===== config.mk =====
export PLATFORM = sky130hd
export DESIGN_NAME = branch_predict_tournament_flat
export DESIGN_NICKNAME = d
export VERILOG_FILES = /design/src/rtl/branch_predict_tournament_if.sv /design/src/rtl/branch_predict_tournament.sv /design/src/flat_wrapper.sv
export SDC_FILE = /design/constraint.sdc
export NUM_CORES = 2
export LEC_CHECK = 0
export BUFFER_PORTS_ARGS = -buffer_cell sky130_fd_sc_hd__buf_2
export CAP_MARGIN = 40
export CORE_UTILIZATION = 38
export CTS_CLUSTER_SIZE = 28
export DETAILED_ROUTE_END_ITERATION = 7
export PLACE_DENSITY = 0.58
export SYNTH_ARGS = -nofsm -noshare
export SYNTH_HDL_FRONTEND = slang
export SYNTH_SLANG_ARGS = --single-unit

===== constraint.sdc =====
create_clock -name clk -period 4.8 [get_ports clk]
set_input_delay 0.48 -clock clk [delete_from_list [all_inputs] [get_ports clk]]
set_output_delay 0.48 -clock clk [all_outputs]
set_load 0.02 [all_outputs]

===== src/rtl/branch_predict_tournament_if.sv =====
// Fetch/decode lookup, resolve-stage training and statistics bundle for the
// tournament branch predictor.
interface branch_predict_tournament_if #(
    parameter int GHR_LEN = 8
);
    logic               lookup_en;
    logic [31:0]        lookup_pc;
    logic               pred_flush;
    logic               spec_push;
    logic               pred_valid;
    logic               pred_take;
    logic               pred_global;
    logic               pred_local;
    logic               pred_use_global;
    logic [GHR_LEN-1:0] pred_ghr;
    logic               upd_valid;
    logic [31:0]        upd_pc;
    logic               upd_taken;
    logic [GHR_LEN-1:0] upd_ghr;
    logic               upd_pred_global;
    logic               upd_pred_local;
    logic               upd_pred_take;
    logic               mispredict;
    logic [31:0]        cnt_branch;
    logic [31:0]        cnt_mispred;

    modport master (
        output lookup_en, lookup_pc, pred_flush, spec_push,
        output upd_valid, upd_pc, upd_taken, upd_ghr,
        output upd_pred_global, upd_pred_local, upd_pred_take,
        input  pred_valid, pred_take, pred_global, pred_local, pred_use_global, pred_ghr,
        input  mispredict, cnt_branch, cnt_mispred
    );

    modport slave (
        input  lookup_en, lookup_pc, pred_flush, spec_push,
        input  upd_valid, upd_pc, upd_taken, upd_ghr,
        input  upd_pred_global, upd_pred_local, upd_pred_take,
        output pred_valid, pred_take, pred_global, pred_local, pred_use_global, pred_ghr,
        output mispredict, cnt_branch, cnt_mispred
    );
endinterface


===== src/rtl/branch_predict_tournament.sv =====
// Tournament predictor: per-PC local history + gshare global PHT, arbitrated by
// a per-PC chooser, with speculative GHR recovery and branch/mispredict counters.
module branch_predict_tournament #(
    parameter int PC_IDX_BITS = 6,
    parameter int GHR_LEN     = 8,
    parameter int LHR_LEN     = 6,
    parameter int CTR_BITS    = 2,
    parameter int CH_BITS     = 2
) (
    input logic                        clk,
    input logic                        rst,
    branch_predict_tournament_if.slave bp
);
    localparam int LTAB  = 1 << PC_IDX_BITS;
    localparam int GTAB  = 1 << GHR_LEN;
    localparam int LPTAB = 1 << LHR_LEN;
    localparam logic [CTR_BITS-1:0] CTR_INIT = CTR_BITS'((1 << (CTR_BITS - 1)) - 1);
    localparam logic [CH_BITS-1:0]  CH_INIT  = CH_BITS'((1 << (CH_BITS - 1)) - 1);

    logic [LHR_LEN-1:0]  lhr     [LTAB];
    logic [CTR_BITS-1:0] lpht    [LPTAB];
    logic [CTR_BITS-1:0] gpht    [GTAB];
    logic [CH_BITS-1:0]  chooser [LTAB];
    logic [GHR_LEN-1:0]  ghrSpec;
    logic [31:0]         cntBranch;
    logic [31:0]         cntMispred;

    logic [PC_IDX_BITS-1:0] lkLi, upLi;
    logic [GHR_LEN-1:0]     lkGi, upGi;
    logic [LHR_LEN-1:0]     lkLhr, upLhr;
    logic                   lkGlobal, lkLocal, lkUseGlobal;
    logic                   globalOk, localOk;
    logic                   unusedPcBits;

    function automatic logic [CTR_BITS-1:0] ctrStep(input logic [CTR_BITS-1:0] c, input logic up);
        if (up) return (c == '1) ? c : c + CTR_BITS'(1);
        return (c == '0) ? c : c - CTR_BITS'(1);
    endfunction

    function automatic logic [CH_BITS-1:0] chStep(input logic [CH_BITS-1:0] c, input logic up);
        if (up) return (c == '1) ? c : c + CH_BITS'(1);
        return (c == '0) ? c : c - CH_BITS'(1);
    endfunction

    assign lkLi        = bp.lookup_pc[PC_IDX_BITS+1:2];
    assign lkGi        = bp.lookup_pc[GHR_LEN+1:2] ^ ghrSpec;
    assign upLi        = bp.upd_pc[PC_IDX_BITS+1:2];
    assign upGi        = bp.upd_pc[GHR_LEN+1:2] ^ bp.upd_ghr;
    assign lkLhr       = lhr[lkLi];
    assign upLhr       = lhr[upLi];
    assign lkGlobal    = gpht[lkGi][CTR_BITS-1];
    assign lkLocal     = lpht[lkLhr][CTR_BITS-1];
    assign lkUseGlobal = chooser[lkLi][CH_BITS-1];
    assign globalOk    = (bp.upd_pred_global == bp.upd_taken);
    assign localOk     = (bp.upd_pred_local == bp.upd_taken);
    assign unusedPcBits = ^{bp.lookup_pc, bp.upd_pc};

    assign bp.mispredict  = bp.upd_valid & (bp.upd_taken != bp.upd_pred_take);
    assign bp.cnt_branch  = cntBranch;
    assign bp.cnt_mispred = cntMispred;

    // Non-blocking writes give read-before-write even when upd_pc aliases lookup_pc.
    always_ff @(posedge clk or negedge rst) begin
        if (!rst) begin
            for (int unsigned i = 0; i < LTAB; i++) begin
                lhr[i]     <= '0;
                chooser[i] <= CH_INIT;
            end
            for (int unsigned i = 0; i < LPTAB; i++) lpht[i] <= CTR_INIT;
            for (int unsigned i = 0; i < GTAB; i++)  gpht[i] <= CTR_INIT;
        end else if (bp.upd_valid) begin
            gpht[upGi]  <= ctrStep(gpht[upGi], bp.upd_taken);
            lpht[upLhr] <= ctrStep(lpht[upLhr], bp.upd_taken);
            lhr[upLi]   <= {upLhr[LHR_LEN-2:0], bp.upd_taken};
            if (globalOk && !localOk)
                chooser[upLi] <= chStep(chooser[upLi], 1'b1);
            else if (localOk && !globalOk)
                chooser[upLi] <= chStep(chooser[upLi], 1'b0);
        end
    end

    always_ff @(posedge clk or negedge rst) begin
        if (!rst) begin
            ghrSpec <= '0;
        end else if (bp.mispredict) begin
            ghrSpec <= {bp.upd_ghr[GHR_LEN-2:0], bp.upd_taken};
        end else if (bp.spec_push) begin
            ghrSpec <= {ghrSpec[GHR_LEN-2:0], bp.pred_take};
        end
    end

    always_ff @(posedge clk or negedge rst) begin
        if (!rst) begin
            bp.pred_valid      <= 1'b0;
            bp.pred_take       <= 1'b0;
            bp.pred_global     <= 1'b0;
            bp.pred_local      <= 1'b0;
            bp.pred_use_global <= 1'b0;
            bp.pred_ghr        <= '0;
        end else if (bp.pred_flush) begin
            bp.pred_valid      <= 1'b0;
            bp.pred_take       <= 1'b0;
            bp.pred_global     <= 1'b0;
            bp.pred_local      <= 1'b0;
            bp.pred_use_global <= 1'b0;
            bp.pred_ghr        <= ghrSpec;
        end else if (bp.lookup_en) begin
            bp.pred_valid      <= 1'b1;
            bp.pred_take       <= lkUseGlobal ? lkGlobal : lkLocal;
            bp.pred_global     <= lkGlobal;
            bp.pred_local      <= lkLocal;
            bp.pred_use_global <= lkUseGlobal;
            bp.pred_ghr        <= ghrSpec;
        end
    end

    always_ff @(posedge clk or negedge rst) begin
        if (!rst) begin
            cntBranch  <= '0;
            cntMispred <= '0;
        end else if (bp.upd_valid) begin
            if (cntBranch != '1) cntBranch <= cntBranch + 32'd1;
            if (bp.mispredict && cntMispred != '1) cntMispred <= cntMispred + 32'd1;
        end
    end
endmodule

===== src/flat_wrapper.sv =====
// flat-port wrapper written by rule: the top's interface ports become plain ports
module branch_predict_tournament_flat 
#(
    parameter int PC_IDX_BITS = 6,
    parameter int GHR_LEN     = 8,
    parameter int LHR_LEN     = 6,
    parameter int CTR_BITS    = 2,
    parameter int CH_BITS     = 2
)
  (clk, rst, bp_lookup_en, bp_lookup_pc, bp_pred_flush, bp_spec_push, bp_upd_valid, bp_upd_pc, bp_upd_taken, bp_upd_ghr, bp_upd_pred_global, bp_upd_pred_local, bp_upd_pred_take, bp_pred_valid, bp_pred_take, bp_pred_global, bp_pred_local, bp_pred_use_global, bp_pred_ghr, bp_mispredict, bp_cnt_branch, bp_cnt_mispred);
  branch_predict_tournament_if #(.GHR_LEN(GHR_LEN)) bp_i ();
  input logic clk;
  input logic rst;
  input wire logic [$bits(bp_i.lookup_en)-1:0] bp_lookup_en;
  input wire logic [$bits(bp_i.lookup_pc)-1:0] bp_lookup_pc;
  input wire logic [$bits(bp_i.pred_flush)-1:0] bp_pred_flush;
  input wire logic [$bits(bp_i.spec_push)-1:0] bp_spec_push;
  input wire logic [$bits(bp_i.upd_valid)-1:0] bp_upd_valid;
  input wire logic [$bits(bp_i.upd_pc)-1:0] bp_upd_pc;
  input wire logic [$bits(bp_i.upd_taken)-1:0] bp_upd_taken;
  input wire logic [$bits(bp_i.upd_ghr)-1:0] bp_upd_ghr;
  input wire logic [$bits(bp_i.upd_pred_global)-1:0] bp_upd_pred_global;
  input wire logic [$bits(bp_i.upd_pred_local)-1:0] bp_upd_pred_local;
  input wire logic [$bits(bp_i.upd_pred_take)-1:0] bp_upd_pred_take;
  output wire logic [$bits(bp_i.pred_valid)-1:0] bp_pred_valid;
  output wire logic [$bits(bp_i.pred_take)-1:0] bp_pred_take;
  output wire logic [$bits(bp_i.pred_global)-1:0] bp_pred_global;
  output wire logic [$bits(bp_i.pred_local)-1:0] bp_pred_local;
  output wire logic [$bits(bp_i.pred_use_global)-1:0] bp_pred_use_global;
  output wire logic [$bits(bp_i.pred_ghr)-1:0] bp_pred_ghr;
  output wire logic [$bits(bp_i.mispredict)-1:0] bp_mispredict;
  output wire logic [$bits(bp_i.cnt_branch)-1:0] bp_cnt_branch;
  output wire logic [$bits(bp_i.cnt_mispred)-1:0] bp_cnt_mispred;
  assign bp_i.lookup_en = bp_lookup_en;
  assign bp_i.lookup_pc = bp_lookup_pc;
  assign bp_i.pred_flush = bp_pred_flush;
  assign bp_i.spec_push = bp_spec_push;
  assign bp_i.upd_valid = bp_upd_valid;
  assign bp_i.upd_pc = bp_upd_pc;
  assign bp_i.upd_taken = bp_upd_taken;
  assign bp_i.upd_ghr = bp_upd_ghr;
  assign bp_i.upd_pred_global = bp_upd_pred_global;
  assign bp_i.upd_pred_local = bp_upd_pred_local;
  assign bp_i.upd_pred_take = bp_upd_pred_take;
  assign bp_pred_valid = bp_i.pred_valid;
  assign bp_pred_take = bp_i.pred_take;
  assign bp_pred_global = bp_i.pred_global;
  assign bp_pred_local = bp_i.pred_local;
  assign bp_pred_use_global = bp_i.pred_use_global;
  assign bp_pred_ghr = bp_i.pred_ghr;
  assign bp_mispredict = bp_i.mispredict;
  assign bp_cnt_branch = bp_i.cnt_branch;
  assign bp_cnt_mispred = bp_i.cnt_mispred;
  branch_predict_tournament #(.PC_IDX_BITS(PC_IDX_BITS), .GHR_LEN(GHR_LEN), .LHR_LEN(LHR_LEN), .CTR_BITS(CTR_BITS), .CH_BITS(CH_BITS)) u_core (.clk(clk), .rst(rst), .bp(bp_i));
endmodule

# ---- Yosys cells after proc, flatten, opt, wreduce, memory -nomap -nowiden
# Cells that the tools add are included.
dict set report word_totals {
  register_bits 1237
  latch_bits 0
  ramBits 0
  mem_bits_ro 0
  inputBits 82
  wordCells 581
  n_memories 0
}
dict set report op_classes {
  add_sub_neg 8
  mul 0
  div_mod_pow 0
  order_cmp 9
  eq_ne 8
  n_shift 0
  mux 73
  bitwise_logic 9
  reduce_logical 17
}
# op n
set op_table {}
lappend op_table {{bitwise mux 512 bit} 1}
lappend op_table {{bitwise mux 128 bit} 3}
lappend op_table {{bitwise mux 384 bit} 1}
lappend op_table {{two-way mux 128 bit} 2}
lappend op_table {{binary-select mux 6 bit (select 6 bit)} 2}
lappend op_table {{adder 32 x 1 -> 32 bit (second input constant)} 2}
lappend op_table {{!= test 32 bit (second input constant)} 2}
lappend op_table {{two-way mux 2 bit} 30}
lappend op_table {{binary-select mux 2 bit (select 6 bit)} 4}
lappend op_table {{demux 6 bit (select 6 bit)} 1}
lappend op_table {{binary-select mux 2 bit (select 8 bit)} 2}
lappend op_table {{two-way mux 8 bit} 4}
lappend op_table {{two-way mux 6 bit} 5}
lappend op_table {{>= comparator 7 bit (second input constant)} 4}
lappend op_table {{inverter 6 -> 7 bit} 4}
lappend op_table {{demux 2 bit (select 6 bit)} 2}
lappend op_table {{>= comparator 9 bit (second input constant)} 2}
lappend op_table {{inverter 8 -> 9 bit} 2}
lappend op_table {{demux 2 bit (select 8 bit)} 1}
lappend op_table {{XOR 8 bit} 2}
lappend op_table {{two-way mux 1 bit} 15}
lappend op_table {{less-than comparator 7 x 1 -> 1 bit (second input constant)} 2}
lappend op_table {{less-than comparator 9 x 1 -> 1 bit (second input constant)} 1}
lappend op_table {{adder 2 x 1 -> 2 bit (second input constant)} 3}
lappend op_table {{10 further kinds} 27}

# ---- Longest topological paths before layout
dict set report depth {
  ltp_word 14
  depth_mapped 21
  ltp_nobuf 12
}

# ---- Worst setup path after synthesis
# No wires, ideal clock.
dict set report synth_timing {
  path_type {input-to-reg}
  startpoint {in bp_lookup_pc[2]}
  endpoint {reg u_core.bp.pred_take}
  setup_time_ps 128
  arrival_time_ps 4664
  slack_ps 8
  path_stages 14
  cell_sequence {buf_2 -> buf_6 -> buf_4 -> buf_4 -> xor2_1 -> buf_2 -> buf_2 -> mux4_2 -> mux4_2 -> mux4_2 -> a211oi_1 -> a21oi_1 -> a31oi_1 -> o22ai_1}
}
dict set report synth_via {
  elab_chain_cells 11
  elab_cells_between_ends 19
}
# element line
set synth_lines {}
lappend synth_lines {{from (decl)} flat_wrapper.sv:15} ;# input wire logic [$bits(bp_i.lookup_pc)-1:0] bp_lookup_pc;
lappend synth_lines {{inverter 6 -> 7 bit (implied by the code)} {branch_predict_tournament.sv:49, branch_predict_tournament.sv:53}}
lappend synth_lines {{binary-select mux 6 bit (select 6 bit)} branch_predict_tournament.sv:49} ;# assign lkLhr = lhr[lkLi];
lappend synth_lines {{two-way mux 6 bit (implied by the code) (2 in a row)} branch_predict_tournament.sv:49}
lappend synth_lines {{inverter 6 -> 7 bit (implied by the code)} branch_predict_tournament.sv:52} ;# assign lkLocal = lpht[lkLhr][CTR_BITS-1];
lappend synth_lines {{binary-select mux 2 bit (select 6 bit)} branch_predict_tournament.sv:52}
lappend synth_lines {{two-way mux 2 bit (implied by the code) (2 in a row)} branch_predict_tournament.sv:52}
lappend synth_lines {{two-way mux 1 bit (*)} branch_predict_tournament.sv:109} ;# bp.pred_take <= lkUseGlobal ? lkGlobal : lkLocal;
lappend synth_lines {{two-way mux 1 bit (*)} branch_predict_tournament.sv:107} ;# end else if (bp.lookup_en) begin
lappend synth_lines {{two-way mux 1 bit (*)} branch_predict_tournament.sv:100} ;# end else if (bp.pred_flush) begin
lappend synth_lines {{to (signal assigned)} branch_predict_tournament.sv:109}
lappend synth_lines {{to (decl)} branch_predict_tournament_if.sv:39} ;# output pred_valid, pred_take, pred_global, pred_local, pred_use_global, pred_ghr,
# Mark *: on every way between the ends. The rest lies on a longest branch, timed or not. The select of a mux whose other input is x is not followed.
# A chain may end at the register's enable or synchronous reset.

# ---- Worst setup path in the final report
dict set report layout_timing {
  startpoint {reg u_core.lhr[158] in the netlist's numbering}
  endpoint {reg u_core.lpht[113] in the netlist's numbering}
}
dict set report layout_via {
  elab_chain_cells 13
  elab_cells_between_ends 22
}
# element line
set layout_lines {}
lappend layout_lines {{from (decl)} branch_predict_tournament.sv:20} ;# logic [LHR_LEN-1:0] lhr [LTAB];
lappend layout_lines {{from (signal, indexed assignment)} branch_predict_tournament.sv:74} ;# lhr[upLi] <= {upLhr[LHR_LEN-2:0], bp.upd_taken};
lappend layout_lines {{binary-select mux 6 bit (select 6 bit) (*)} branch_predict_tournament.sv:50} ;# assign upLhr = lhr[upLi];
lappend layout_lines {{two-way mux 6 bit (implied by the code) (*) (2 in a row)} branch_predict_tournament.sv:50}
lappend layout_lines {{inverter 6 -> 7 bit (implied by the code) (*)} branch_predict_tournament.sv:73} ;# lpht[upLhr] <= ctrStep(lpht[upLhr], bp.upd_taken);
lappend layout_lines {{binary-select mux 2 bit (select 6 bit)} branch_predict_tournament.sv:73}
lappend layout_lines {{two-way mux 2 bit (implied by the code) (2 in a row)} branch_predict_tournament.sv:73}
lappend layout_lines {{adder 2 x 1 -> 2 bit / == test 2 bit (equally long branches)} branch_predict_tournament.sv:36} ;# if (up) return (c == '1) ? c : c + CTR_BITS'(1);
lappend layout_lines {{two-way mux 2 bit (2 in a row)} branch_predict_tournament.sv:36}
lappend layout_lines {{two-way mux 2 bit} branch_predict_tournament.sv:37} ;# return (c == '0) ? c : c - CTR_BITS'(1);
lappend layout_lines {{two-way mux 2 bit} branch_predict_tournament.sv:71} ;# end else if (bp.upd_valid) begin
lappend layout_lines {{bitwise mux 128 bit (*)} branch_predict_tournament.sv:73}
lappend layout_lines {{to (signal, indexed assignment)} branch_predict_tournament.sv:73}
lappend layout_lines {{to (decl)} branch_predict_tournament.sv:21} ;# logic [CTR_BITS-1:0] lpht [LPTAB];
# Marked as above.

==> flow_metrics.tcl <==
set metrics [dict create \
    status "finished, final reports clean" \
    fmax_mhz 211 \
    io_buffers 111 \
    crit_path_max_fanout 35 \
    netlist.area_leader.share_pct 33.2 \
    place_hpwl_mm 137 \
    crit_arrival_ps 5380 \
    fill_cells 15100 \
    drc 0 \
    max-cap-violations 0 \
    postCtsResizedCells 0 \
    fin_nets 5483 \
    postSynthNetCount 5205 \
    cts_tree "done" \
    intPower_uw 21100 \
    synth_xor_area_share_pct 1.19 \
    power_leakage_uw 0.0318 \
    synth_edf_count 0 \
    r2r_start "u_core.lhr[158]" \
    initial_core_util_pct 38.4 \
    path_clk_slew_ps 60 \
    worstPathRequired_ps 5440 \
    ant_nets 0 \
    fin_ws_ps 61.5 \
    synth-seq-area-share_pct 48.9 \
    synth_top_family_by_area "multiplexers" \
    r2r_end "u_core.lpht[113]" \
    synth-compound-area-share_pct 6.22 \
    numCtsBuffers 145 \
    rrSetupSlack_ps 60 \
    switching_share_pct 29.1 \
    hold_viol 0 \
    ir_drop_mv 0.335 \
    yosysWarnings 0 \
    first_global_vias 45900 \
    worstHoldPathCells 3 \
    synthCells 5120 \
    die_height_um 413 \
    die_area_um2 171000 \
    power_frac_comb_pct 19.2 \
    synth_fa_ha_area_share_pct 0.144 \
    dr.first_iter.drc_count 4358 \
    timing.final.crit_period_ps 4740 \
    viasPerCell 5.85 \
    fp-row-count 150 \
    grt_first_pass_wirelength_mm 306 \
    p_seq_share_pct 41.9 \
    finClkSkew_ps 42.3 \
    overflow 0 \
    synth_ff_type "dfrtp_1" \
    fin_setup_tns_ps 0 \
    coreArea_um2 168000 \
    worstMarginPinSlew_ps 1050 \
    r2r_cells 15 \
    worstSetupStartpointType "register" \
    globalplace.congestion 0.921 \
    hold_path_end "u_core.ghrSpec[5]" \
    drive_gt1_share_pct 45.3 \
    cts.sinks 1237 \
    synth_top_area_cell "dfrtp_1" \
    antenna_found_initial 10 \
    synth-seq-cells 1237 \
    async_flop_share_pct 100 \
    track_usage_pct 23.9 \
    syn_area_per_cell_um2 12.6 \
    pre_cts_slack_ps -300 \
    endpoint_kind "register" \
    layout-area-overhead-vs-synth_pct 16.9 \
    cts_root_buf "clkbuf_16" \
    clk_latency_ps 800 \
    die_w_um 413 \
    final_cells 7729 \
    drt-total-wl_mm 202 \
    powerDensity_nw_per_um2 396 \
    rsz0062_at_grt "no" \
    synth-simple-area-share_pct 8.41 \
    boundaryPins 160 \
    post_dp_cell_area_um2 70100 \
    synthDistinctLibCells 78 \
    wl_per_cell_um 26.2 \
    drt_pre_antenna_iters 6 \
    grt_max_degree 120 \
    slew_headroom_pct 29.9 \
    synth_area_leaders "dfrtp_1 (33%), mux4_2 (16%), dfstp_2 (16%)" \
    clk_path_buf_depth 3 \
    final_design_area_no_fill_um2 75100 \
    hp-class "in2reg" \
    period_share_pct 98.7 \
    slew_violations 0 \
    yosysMostFrequentCell "dfrtp_1" \
    setup_viol 0 \
    p_clk_share_pct 38.8 \
    htreeDepth 4 \
    synth_common_cells "dfrtp_1 (853), mux2_2 (829), nor2_1 (657)" \
    dp.cells 7451 \
    hold_path.startpoint "bp_upd_ghr[4]" \
    vias 45200 \
    synth_area_um2 64300 \
    power.total_uw 29700 \
    p_sw_uw 8640 \
    worstSetupPathType "reg2reg" \
    synth_mux_area_share_pct 32.2 \
    post_cts_buffers 0 \
]
flip-flops by register name (all words and copies together) (netlist names):
| signal | flops |
|---|---|
| u_core.bp.pred_valid | 1 |
| u_core.bp.pred_use_global | 1 |
| u_core.bp.pred_local | 1 |
| u_core.bp.pred_take | 1 |
| u_core.bp.cnt_branch | 32 |
| u_core.lpht | 128 |
| u_core.bp.pred_ghr | 8 |
| u_core.lhr | 384 |
| u_core.bp.pred_global | 1 |
| u_core.gpht | 512 |
| u_core.bp.cnt_mispred | 32 |
| u_core.ghrSpec | 8 |
| u_core.chooser | 128 |
through the flow:
step | hold slack (ps) | utilization (%)
after floorplan | 184 | -
after global placement | 466 | 41.8
after detailed placement | 476 | 41.8
after CTS | 25.5 | 44.8
after global routing | 56.7 | 44.8
final | 77.4 | 44.8
power by group through the flow:
| stage | registers [uW] | logic [uW] | clock network (uW) |
|---|---|---|---|
| 4_1_cts | 12400 | 5710 | 11800 |
| 3_3_place_gp | 12600 | 5620 | 0 |
| 6_report | 12500 | 5720 | 11500 |
| 2_1_floorplan | 12400 | 3420 | 0 |
| 5_1_grt | 12600 | 6110 | 12200 |
| 3_5_place_dp | 12600 | 5690 | 0 |
what timing repair did:
action | 4_1_cts | 5_1_grt
endpoints found under the hold margin | 97 | 0
hold buffers | 4 | 0
setup endpoints to repair | 0 | 0
area by class of cell:
class                      count  area, um^2  share of cell area [%]
sequential                  1237       31400                    41.9
inverter                      17        63.8                  0.0850
clock buffer                 222        4250                    5.66
tap                         2204        2760                    3.67
antenna                        2        5.00                 0.00666
multi-input combinational   3435       31200                    41.5
timing repair buffer         562        4750                    6.32
clock inverter                50         689                   0.918
cell usage in the layout, fill, tap and decap left out, types with 38 or more instances in the layout:
cell and n:
a22oi_1 38, nand3_1 67, nor2_1 656, xnor2_1 46, buf_2 105, clkbuf_16 148, mux2i_1 107, nor3_1 38
buf_12 61, o21ai_0 223, mux2_2 829, mux4_2 454, clkbuf_1 47, dfrtp_1 853, a21oi_1 224, dfstp_2 384
nand2_1 374, buf_4 387
logic make-up (layout without fill, tap and decap cells):
family / after synthesis / in the layout
fa+ha+maj: 8 / 8
simple gates: 1284 / 1284
mux: 1394 / 1394
flops: 1237 / 1237
other cells: 0 / 2
compound gates: 662 / 662
buf+inv: 448 / 851
xor+xnor: 87 / 87
critical path: stages (launching register included):
cell and delay (ps):
dfrtp_1 390, and3b_1 180, o21ai_0 440, a31oi_1 300, nor4_1 620, and2_2 340, nor2_1 60, buf_4 170
a221o_1 300, a222oi_1 480, buf_4 190, o22a_1 140, nand4_1 110, maj3_2 380, buf_12 190, mux2_2 280
routing by layer:
layer	up-vias	GRT usage [%]	wire length (um)
li1	19400	-	-
met1	23700	32.9	86300
met2	1671	37.2	94000
met3	437	4.54	13900
met4	8	9.18	8290
met5	-	0	52
worst max-delay path by stage:
stage	depth (start not counted)	to	from	slack [ps]
6_report	15	u_core.lpht[113]	u_core.lhr[158]	60
4_1_cts	15	u_core.lpht[113]	u_core.lhr[158]	180
2_1_floorplan	14	u_core.bp.pred_take	bp_lookup_pc[2]	8
3_3_place_gp	17	u_core.lpht[17]	bp_upd_pc[4]	-340
3_5_place_dp	17	u_core.lpht[17]	bp_upd_pc[2]	-300
5_1_grt	15	u_core.lpht[21]	u_core.lhr[158]	9
Note: power is estimated with default switching activity, not from simulation.
